File: config.mk
export PLATFORM = sky130hd
export DESIGN_NAME = alu_writeback
export DESIGN_NICKNAME = d
export VERILOG_FILES = /design/src/rtl/alu_writeback.sv
export SDC_FILE = /design/constraint.sdc
export NUM_CORES = 1
export LEC_CHECK = 0
export BUFFER_PORTS_ARGS = -buffer_cell sky130_fd_sc_hd__clkbuf_2
export CAP_MARGIN = 25
export CELL_PAD_IN_SITES_DETAIL_PLACEMENT = 1
export CELL_PAD_IN_SITES_GLOBAL_PLACEMENT = 2
export CORE_ASPECT_RATIO = 0.75
export CORE_MARGIN = 5
export CORE_UTILIZATION = 40
export CTS_BUF_LIST = sky130_fd_sc_hd__clkbuf_8
export DETAILED_ROUTE_END_ITERATION = 8
export GPL_ROUTABILITY_DRIVEN = 0
export GPL_TIMING_DRIVEN = 1
export PLACE_DENSITY = 0.9
export SYNTH_ARGS = -nofsm -noshare
export SYNTH_HDL_FRONTEND = slang
export SYNTH_SLANG_ARGS = --single-unit
File: constraint.sdc
create_clock -name clk -period 6.58 [get_ports clk]
set_input_delay 0.987 -clock clk [delete_from_list [all_inputs] [get_ports clk]]
set_output_delay 0.987 -clock clk [all_outputs]
set_load 0.05 [all_outputs]
File: src/rtl/alu_writeback.sv
// ALU execute-to-writeback stage: flags, overflow trap/counter, 2-entry write FIFO.
// Write appears the cycle after accept; in_ready is registered and drops when the FIFO fills.
module alu_writeback #(
   parameter int WIDTH = 32,
   parameter int RADDR = 5,
   parameter int CNTW  = 8
) (
   input  logic             clk,
   input  logic             reset_n,
   input  logic             in_valid,
   output logic             in_ready,
   input  logic [WIDTH-1:0] in_result,
   input  logic             in_carryout,
   input  logic             in_overflow,
   input  logic             in_zero,
   input  logic [2:0]       in_command,
   input  logic [RADDR-1:0] in_rd,
   input  logic             trap_en,
   output logic             wb_valid,
   input  logic             wb_ready,
   output logic [RADDR-1:0] wb_addr,
   output logic [WIDTH-1:0] wb_data,
   output logic             flag_z,
   output logic             flag_n,
   output logic             flag_c,
   output logic             flag_v,
   output logic             trap,
   output logic [CNTW-1:0]  ovf_count
);

   logic [RADDR-1:0] fifo_addr [2];
   logic [WIDTH-1:0] fifo_data [2];
   logic             head;
   logic             tail;
   logic [1:0]       count;
   logic [1:0]       count_next;
   logic             accept;
   logic             arith;
   logic             ovf_event;
   logic             trapped;
   logic             update;
   logic             push;
   logic             pop;

   always_comb begin
      accept     = in_valid & in_ready;
      arith      = (in_command[2:1] == 2'b00);
      ovf_event  = accept & arith & in_overflow;
      trapped    = ovf_event & trap_en;
      update     = accept & ~trapped;
      push       = update & (in_rd != '0);
      pop        = wb_valid & wb_ready;
      count_next = count + {1'b0, push} - {1'b0, pop};
   end

   assign wb_valid = (count != 2'd0);
   // Outputs are forced to zero when idle so reset and empty look identical downstream.
   assign wb_addr  = wb_valid ? fifo_addr[head] : '0;
   assign wb_data  = wb_valid ? fifo_data[head] : '0;

   always_ff @(posedge clk or negedge reset_n) begin
      if (!reset_n) begin
         head     <= 1'b0;
         tail     <= 1'b0;
         count    <= 2'd0;
         in_ready <= 1'b0;
      end else begin
         if (push) tail <= ~tail;
         if (pop)  head <= ~head;
         count    <= count_next;
         in_ready <= (count_next != 2'd2);
      end
   end

   always_ff @(posedge clk) begin
      if (push) begin
         fifo_addr[tail] <= in_rd;
         fifo_data[tail] <= in_result;
      end
   end

   always_ff @(posedge clk or negedge reset_n) begin
      if (!reset_n) begin
         flag_z    <= 1'b0;
         flag_n    <= 1'b0;
         flag_c    <= 1'b0;
         flag_v    <= 1'b0;
         trap      <= 1'b0;
         ovf_count <= '0;
      end else begin
         trap <= trapped;
         if (update) begin
            flag_z <= in_zero;
            flag_n <= in_result[WIDTH-1];
            if (arith) begin
               flag_c <= in_carryout;
               flag_v <= in_overflow;
            end
         end
         if (ovf_event && (ovf_count != '1))
            ovf_count <= ovf_count + 1'b1;
      end
   end

endmodule

==> reports/results.txt, run 1 <==
The flow ran to the end, and the final reports show no timing, DRC or antenna violations. For this design the ratio of total power to cell area is 527 mW/mm². Number of instances in the synthesized netlist: 229. The worst setup path is launched from a flip-flop. The number of remaining DRC errors came out at 0. The total number of vias is 2165.

The total power after layout was 2400 µW. The synthesis warning total was 0; the share of the yosys chip area belonging to registers was 73.1%. The clock buffer count from CTS is 9.

Once placement finished, the instance area stood at 0.00434 mm². The first global-routing pass estimated 13000 µm of wire. The vertical die dimension was 92.8 µm; the number of top-level pins was 100. The run gives 4 as the number of detailed-route iterations in the first pass.

The logs give 2 for the number of buffers on the longest clock path and 3570 ps for the worst slack at placement. The total detailed-routing wirelength is 7980 µm. The critical path class was reg2out. The post-synthesis register bit count works out to 92. The number of synthesized flops with an enable pin was 74.

Class of the worst hold path: reg2reg. The run gives 3570 ps as the final worst setup slack. The root buffer cell is sky130_fd_sc_hd__clkbuf_8.

Input and output buffers added on the ports amount to 98. Relative to the synthesized area, the layout overhead comes to 24.3%. The slew at the pin with the worst max-slew slack is 982 ps, and the area of the die is 0.0112 mm². The count of cells resized by post-cts repair came out at 0. Dominant cell by count in the synthesized netlist: sky130_fd_sc_hd__edfxtp_1. The floorplan has 30 rows. Setup violations remaining at the end of the flow were counted as 0. The run gives 280 as the synthesized netlist net count.

Via count normalized by instance count: 4.82. Number of routed nets with antenna violations: 0. The logs give 40.8% for the starting density of the core and 34.4% for the relative slew slack.

In this run the static leakage power is 0.00194 µW. The synthesized design devotes to its leading area cell type 60.8% of total area. The tools report the HPWL after detailed placement as 5850 µm. The initial antenna violation count is 0, and the average wire per standard cell is 17.8 µm. After clock tree synthesis, the setup repair step added 0 buffers. The run gives 0.00897 mm² as the core outline area. Setup repair after global routing left no endpoint under its margin. The final number of hold-violating endpoints is 0. Commonest register cell after synthesis: sky130_fd_sc_hd__edfxtp_1.

Based on the critical path, the design can be clocked at up to 333 MHz. In this run the worst path has a maximum fanout of 38. The via count of the first global-routing pass is 2427, and the share of layout cells above drive strength 1 is 39.8%.

In the final layout, the multi-input gates occupy 950 µm². Top cell type by total area after synthesis: sky130_fd_sc_hd__edfxtp_1. Across the VDD grid, the largest voltage drop is 295 µV. TritonCTS built the clock tree. The later pin in the worst-skew pair is clocked with a latency of 360 ps. In the synthesized netlist the async set-or-reset flop fraction comes to 19.6%. The repair_antennas step left the layout with diodes totalling 0. Entering global routing, the biggest net connects 39 pins. By area the synthesized netlist is led by sky130_fd_sc_hd__edfxtp_1 61%, sky130_fd_sc_hd__dfrtp_1 12%, sky130_fd_sc_hd__mux2i_1 10%. Worst endpoint data arrival time: 2020 ps. Fill cells in the final layout number 913.

The number of design-rule violations left by the first detailed-router iteration is 74. The logs give 15.3% for the overall global routing resource usage and 0 for the number of max-cap violations. For the final-layout setup total negative slack, the log shows 0 ps.

The tools report the remaining global-route overflow as 0. STA classifies the critical path endpoint as an output port. After synthesis the cells add up to 0.00366 mm².

The routed design could run at a clock period as short as 3010 ps. The run gives 0.00267 mm² as the sequential standard cell area. After synthesis, the mean cell area works out to 16.0 µm². The tools report the TritonCTS sink count as 92.

The final count of pins violating max slew is 0. The portion of the clock cycle consumed by the worst path in the final layout was 45.7%; the number of buffers added to fix hold violations after cts was 0. The final clock skew is 9.65 ps, and the width of the chip is 120 µm.

The commonest cells after synthesis are 74 x sky130_fd_sc_hd__edfxtp_1, 44 x sky130_fd_sc_hd__nor2_1, 38 x sky130_fd_sc_hd__mux2i_1, 18 x sky130_fd_sc_hd__dfrtp_1, 6 x sky130_fd_sc_hd__xor2_1. The CTS H-tree depth is 3. After the last flow step, the layout net total stands at 384.

The number of different library cells used by synthesis comes to 32. The finished cells cover 0.00455 mm². Clock slew at the register clock pins of the worst setup and hold paths: 80 ps. Data on the critical path is required at its endpoint by 5590 ps.
[layer usage]
layer  wire, µm  track usage [%]  vias up  share of wire (%)
met5          0                0        -                  0
met4         95             4.25        0                1.2
met3        414             5.43        9                5.2
met2       4150             26.7       57                 52
met1       3320             18.0     1058                 42
li1           -                -     1041                  -
[logic make-up after synthesis]
family                     Yosys count  synth area share (%)
and+or+nand+nor                     65                  9.34
buffers and inverters               13                  1.57
DFF                                 92                  73.1
AOI/OAI and AO/OA                    4                 0.787
muxes                               43                  12.0
adders and majority gates            3                  1.03
xor gates and xnor gates             9                  2.16
[power by group]
| part | leakage, µW | internal, µW | switching, µW |
|---|---|---|---|
| Sequential | 0.000904 | 769 | 77.2 |
| Combinational | 0.000932 | 286 | 867 |
| Clock | 0.000108 | 209 | 188 |
[sequential cells by signal, indices dropped and copies added (netlist names)]
signal,count
fifo_data,64
in_ready,1
flag_c,1
head,1
ovf_count,8
fifo_addr,10
trap,1
flag_n,1
count,2
flag_z,1
flag_v,1
tail,1
[critical path: stages (launching register included)]
cell and delay (ps):
sky130_fd_sc_hd__dfrtp_1 420, sky130_fd_sc_hd__nor2_4 780, sky130_fd_sc_hd__nor2_1 160, sky130_fd_sc_hd__clkbuf_2 290
[path summary, 6_finish.rpt]
path | end | slack, ps | startpoint | cells after the start
worst max-delay path | wb_addr[0] | 3570 | count[1]$_DFF_PN0_ | 3
worst min-delay path | flag_v$_DFFE_PN0P_ | 490 | flag_v$_DFFE_PN0P_ | 1
worst max register to register | in_ready$_DFF_PN0_ | 3980 | count[1]$_DFF_PN0_ | 9
worst min register to register | flag_v$_DFFE_PN0P_ | 490 | flag_v$_DFFE_PN0P_ | 1
max in group asynchronous | head$_DFFE_PN0P_ | 5660 | reset_n | 1
min in group asynchronous | flag_n$_DFFE_PN0P_ | 570 | reset_n | 1
[cells in the final DEF, fill, tap and decap left out, types with 2 or more instances in the layout]
| cell type | netlist | layout |
|---|---|---|
| sky130_fd_sc_hd__clkbuf_2 | 0 | 98 |
| sky130_fd_sc_hd__edfxtp_1 | 74 | 74 |
| sky130_fd_sc_hd__nor2_1 | 44 | 41 |
| sky130_fd_sc_hd__mux2i_1 | 38 | 38 |
| sky130_fd_sc_hd__dfrtp_1 | 18 | 17 |
| sky130_fd_sc_hd__clkbuf_8 | 0 | 9 |
| sky130_fd_sc_hd__inv_1 | 5 | 6 |
| sky130_fd_sc_hd__xor2_1 | 6 | 6 |
| sky130_fd_sc_hd__nand2_1 | 5 | 5 |
| sky130_fd_sc_hd__nor2_4 | 1 | 4 |
| sky130_fd_sc_hd__mux2_2 | 4 | 4 |
| sky130_fd_sc_hd__xnor2_1 | 3 | 3 |
| sky130_fd_sc_hd__ha_1 | 3 | 3 |
| sky130_fd_sc_hd__nand3_1 | 2 | 2 |
| sky130_fd_sc_hd__nor4_2 | 2 | 2 |
| sky130_fd_sc_hd__bufinv_16 | 0 | 2 |
| sky130_fd_sc_hd__buf_12 | 0 | 2 |
[per-stage QoR]
step	cells	utilization [%]	hold WS (ps)
2_1_floorplan	229	-	466
3_3_place_gp	431	47.6	471
3_5_place_dp	434	48.4	477
4_1_cts	449	50.7	497
5_1_grt	449	50.7	532
6_report	449	50.7	492
[final cells by class]
| class | count | area share, % |
|---|---|---|
| multi-input combinational | 124 | 20.9 |
| timing repair buffer | 101 | 12.3 |
| inverter | 5 | 0.413 |
| tap | 112 | 3.08 |
| clock buffer | 9 | 2.73 |
| clock inverter | 6 | 1.79 |
| sequential | 92 | 58.8 |
No activity file was read; power rests on OpenSTA's default activity.
==> run 2, diff against run 1 <==
ABC_AREA = 1   (was unset)
CORE_UTILIZATION = 35   (was 40)
PLACE_DENSITY = 0.85   (was 0.9)
clock period = 3.07 ns   (was 6.58 ns; I/O delays follow)
==> run 2 against run 1 <==
- global-route usage shrank 1.2 points
- die area grew 15%
- via count up 23%
- sequential power increased by 110%
- cell count rose by 24%
- critical path type unchanged
- synthesized cell count increased by 38%
- combinational power up 130%
- clock skew decreased by 0.96 ps
- total power up 120%
==> reports/results.txt, run 2 <==
The logs give 0 (unchanged) for the remaining global-route overflow and 0 (unchanged) for the buffers inserted during post-CTS setup optimization. The most common cell after layout, fill and taps aside is sky130_fd_sc_hd__nand2_1 (was sky130_fd_sc_hd__clkbuf_2). Post-synthesis register bit count: 92 (unchanged). Commonest non-fill, non-tap cells in the layout: 113 x sky130_fd_sc_hd__nand2_1, 98 x sky130_fd_sc_hd__clkbuf_2, 74 x sky130_fd_sc_hd__edfxtp_1, 37 x sky130_fd_sc_hd__a21oi_1, 18 x sky130_fd_sc_hd__dfrtp_1 (was 98 x sky130_fd_sc_hd__clkbuf_2, 74 x sky130_fd_sc_hd__edfxtp_1, 41 x sky130_fd_sc_hd__nor2_1, 38 x sky130_fd_sc_hd__mux2i_1, 17 x sky130_fd_sc_hd__dfrtp_1). The register with the highest flop count is fifo_data (unchanged).

The maximum fanout encountered on the critical timing path came out at 37 (was 38). Share of layout cells above drive strength 1: 30.8% (was 39.8%). For the clock buffer count from CTS, the log shows 9 (unchanged). The number of flip-flops under the largest register name is 64 (unchanged), and the starting density of the core is 36.1% (was 40.8%). Cell area after synthesis: 0.00373 mm² (was 0.00366 mm²).

Top cell types by occurrence after synthesis: 113 x sky130_fd_sc_hd__nand2_1, 74 x sky130_fd_sc_hd__edfxtp_1, 37 x sky130_fd_sc_hd__a21oi_1, 18 x sky130_fd_sc_hd__dfrtp_1, 14 x sky130_fd_sc_hd__inv_1 (was 74 x sky130_fd_sc_hd__edfxtp_1, 44 x sky130_fd_sc_hd__nor2_1, 38 x sky130_fd_sc_hd__mux2i_1, 18 x sky130_fd_sc_hd__dfrtp_1, 6 x sky130_fd_sc_hd__xor2_1). The run gives 42.1 ps (was 492 ps) as the worst-case hold slack. The critical path required time is 2610 ps (was 5590 ps), and the core outline area is 0.0103 mm² (was 0.00897 mm²). The logs give 0 (unchanged) for the number of buffers added to fix hold violations after cts and 0 (unchanged) for the number of routed nets with antenna violations. The top cell type by total area after synthesis was sky130_fd_sc_hd__edfxtp_1 (unchanged).

The number of max-cap violations is 0 (unchanged), and the via count normalized by instance count is 4.75 (was 4.82). Class of the worst hold path: in2async (was reg2reg). The commonest register cell after synthesis was sky130_fd_sc_hd__edfxtp_1 (unchanged). The run gives 2 (unchanged) as the number of buffers on the longest clock path. TritonCTS built the clock tree. The via count of the first global-routing pass was 2900 (was 2427); the portion of the clock cycle consumed by the worst path in the final layout was 77.6%. The tools report the pin count of the biggest net entering global routing as 39 (unchanged).

The number of remaining DRC errors came out at 0 (unchanged). The area of the die is 0.0128 mm² (was 0.0112 mm²). The run gives 0.00199 µW (was 0.00194 µW) as the leakage dissipation. The run gives 71.7% (was 73.1%) as the share of the yosys chip area belonging to registers. The tools report the TritonCTS sink count as 92 (unchanged).

The overall global routing resource usage was 14.1% (was 15.3%); the final-layout setup total negative slack was 0 ps (unchanged). For the number of placement rows, the log shows 32 (was 30). Cells along the critical path: inv_2, nand2_1, a21oi_1, clkbuf_2 (was nor2_4, nor2_1, clkbuf_2). The critical path class was reg2out (unchanged). For this run, the top clock speed supported by timing is 420 MHz. The logs give 0 (unchanged) for the final count of pins violating max slew and 350 ps (was 360 ps) for the clock latency at the later pin of the worst-skew pair. The post-route core utilization is 44.4% (was 50.7%).

The tools report the root buffer cell as sky130_fd_sc_hd__clkbuf_8 (unchanged). For the worst slack at placement, the log shows 979 ps (was 3570 ps). The power per unit of standard cell area came out at 1150 mW/mm² (was 527 mW/mm²). The relative slew slack is 54.4% (was 34.4%), and the total detailed-routing wirelength is 8760 µm (was 7980 µm).

The cell type group with the largest total delay on the critical path is buffers and inverters (was simple AND/OR/NAND/NOR gates). The number of synthesized flops with an enable pin was 74 (unchanged); the synthesis warning total was 0 (unchanged). The tools report the source of the worst register-to-register timing path as in_ready$_DFF_PN0_ (was count[1]$_DFF_PN0_). The run gives 468 (was 384) as the final net count. The number of top-level pins is 100 (unchanged), and the final critical path time including I/O delays and setup is 2380 ps. The synthesized area per cell was 11.8 µm² (was 16.0 µm²). Antenna cell count: 0 (unchanged). Launching instance or port of the critical path: head$_DFFE_PN0P_ (was count[1]$_DFF_PN0_). The total number of vias was 2653 (was 2165); the global-route wire length before repair was 14100 µm (was 13000 µm).

The slew at the pin with the worst max-slew slack works out to 683 ps (was 982 ps). The area overhead of the layout relative to synthesis is 23.1% (was 24.3%), and the number of instances in the synthesized netlist is 315 (was 229). Final number of hold-violating endpoints: 0 (unchanged). The number of design-rule violations left by the first detailed-router iteration was 141 (was 74).

The number of I/O port buffers was 98 (unchanged). Vertical die dimension: 99.4 µm (was 92.8 µm). The average wire per standard cell is 15.7 µm (was 17.8 µm).

The number of detailed-route iterations in the first pass was 4 (unchanged); the clock slew at the register clock pins of the worst setup and hold paths was 90 ps (was 80 ps). The final clock skew came out at 8.69 ps (was 9.65 ps). The synthesized netlist net count is 366 (was 280), and the initial antenna violation count is 0 (unchanged). The dominant cell by count in the synthesized netlist is sky130_fd_sc_hd__nand2_1 (was sky130_fd_sc_hd__edfxtp_1).

The startpoint type of the worst setup path was a flip-flop (unchanged). The largest voltage drop on the vdd net is 494 µV (was 295 µV). Largest registers ranked by flip-flop count: fifo_data (64), fifo_addr (10), ovf_count (8) (unchanged). The area share of the largest cell type after synthesis was 59.6% (was 60.8%); the worst endpoint data arrival time was 1920 ps (was 2020 ps).

The count of endpoints failing setup in the final report came out at 0 (unchanged). The width of the chip came out at 129 µm (was 120 µm). The CTS H-tree depth was 3 (unchanged). Maximum single-stage delay on the critical path: 510 ps (was 780 ps). The flow ran to the end, and the final reports show no timing, DRC or antenna violations. Slowest cell on the critical path: sky130_fd_sc_hd__inv_2 (was sky130_fd_sc_hd__nor2_4).

Setup repair after global routing left no endpoint under its margin. The post-synthesis cell type count is 26 (was 32). Kind of end point of the critical path: an output port (unchanged). The fraction of registers with async set/reset is 19.6% (unchanged). For the count of cells resized by post-cts repair, the log shows 0 (unchanged). For the final worst setup slack, the log shows 688 ps (was 3570 ps). Synth area leaders: sky130_fd_sc_hd__edfxtp_1 60%, sky130_fd_sc_hd__dfrtp_1 12%, sky130_fd_sc_hd__nand2_1 11% (was sky130_fd_sc_hd__edfxtp_1 61%, sky130_fd_sc_hd__dfrtp_1 12%, sky130_fd_sc_hd__mux2i_1 10%). The HPWL after detailed placement is 5950 µm (was 5850 µm). The buffering stage count on the worst path with inverters included was 2 (was 1).
==> run 2: cell types whose count changed after synthesis, sizes merged, moves of 2 or more <==
cell and change:
mux2i -38, a21oi +36, nand2 +111, nor2 -32, mux2 -5, o21ai +3
nor3 -2, inv +13, buf +2, nor4 -2, nand3 +5, xor2 -2
nand3b +2
==> run 2: cell type report <==
class | instances | area, µm²
Clock buffer | 10 | 138
Multi-Input combinational cell | 194 | 936
Inverter | 18 | 70.1
Clock inverter | 6 | 81.3
Fill cell | 1202 | 5740
Sequential cell | 92 | 2670
Tap cell | 136 | 170
Timing Repair Buffer | 102 | 520
==> run 2: cell families (layout without fill, tap and decap cells) <==
family	after synthesis	in the layout	synth area share (%)
AND/OR/NAND/NOR	142	142	16.1
adder cells (fa/ha/maj)	3	3	1.01
XOR/XNOR	7	7	1.85
AO/OA/AOI/OAI	42	42	5.71
flip-flops	92	92	71.7
buffers and inverters	29	136	3.59
==> run 2: metal layers <==
layer / part of all wire [%] / track usage, % / vias to the layer above
met3: 5.0 / 3.70 / 9
met5: 0 / 0 / -
met4: 1.4 / 4.60 / 0
li1: - / - / 1262
met2: 51 / 24.9 / 67
met1: 42 / 16.8 / 1315
==> run 2: through the flow <==
step,cells,total power (µW),instance area (µm²)
global route,558,5600,4590
floorplan,315,3800,3730
global placement,542,4420,4370
finish,558,5300,4590
CTS,558,5380,4590
detailed placement,542,4490,4370
==> run 2: final timing paths <==
check / end / slack [ps] / cells after the start
worst min register to register: flag_z$_DFFE_PN0P_ / 480 / 2
worst min-delay path: ovf_count[5]$_DFFE_PN0P_ / 40 / 1
max in group asynchronous: head$_DFFE_PN0P_ / 2700 / 1
worst max register to register: in_ready$_DFF_PN0_ / 1180 / 9
worst max-delay path: wb_data[4] / 690 / 4
min in group clk: fifo_data[0][16]$_DFFE_PP_ / 290 / 1
==> run 2: power by group <==
part           leakage, µW  internal, µW  switching [µW]
Sequential        0.000913          1650             115
Combinational     0.000953           519            2120
Clock             0.000119           477             408
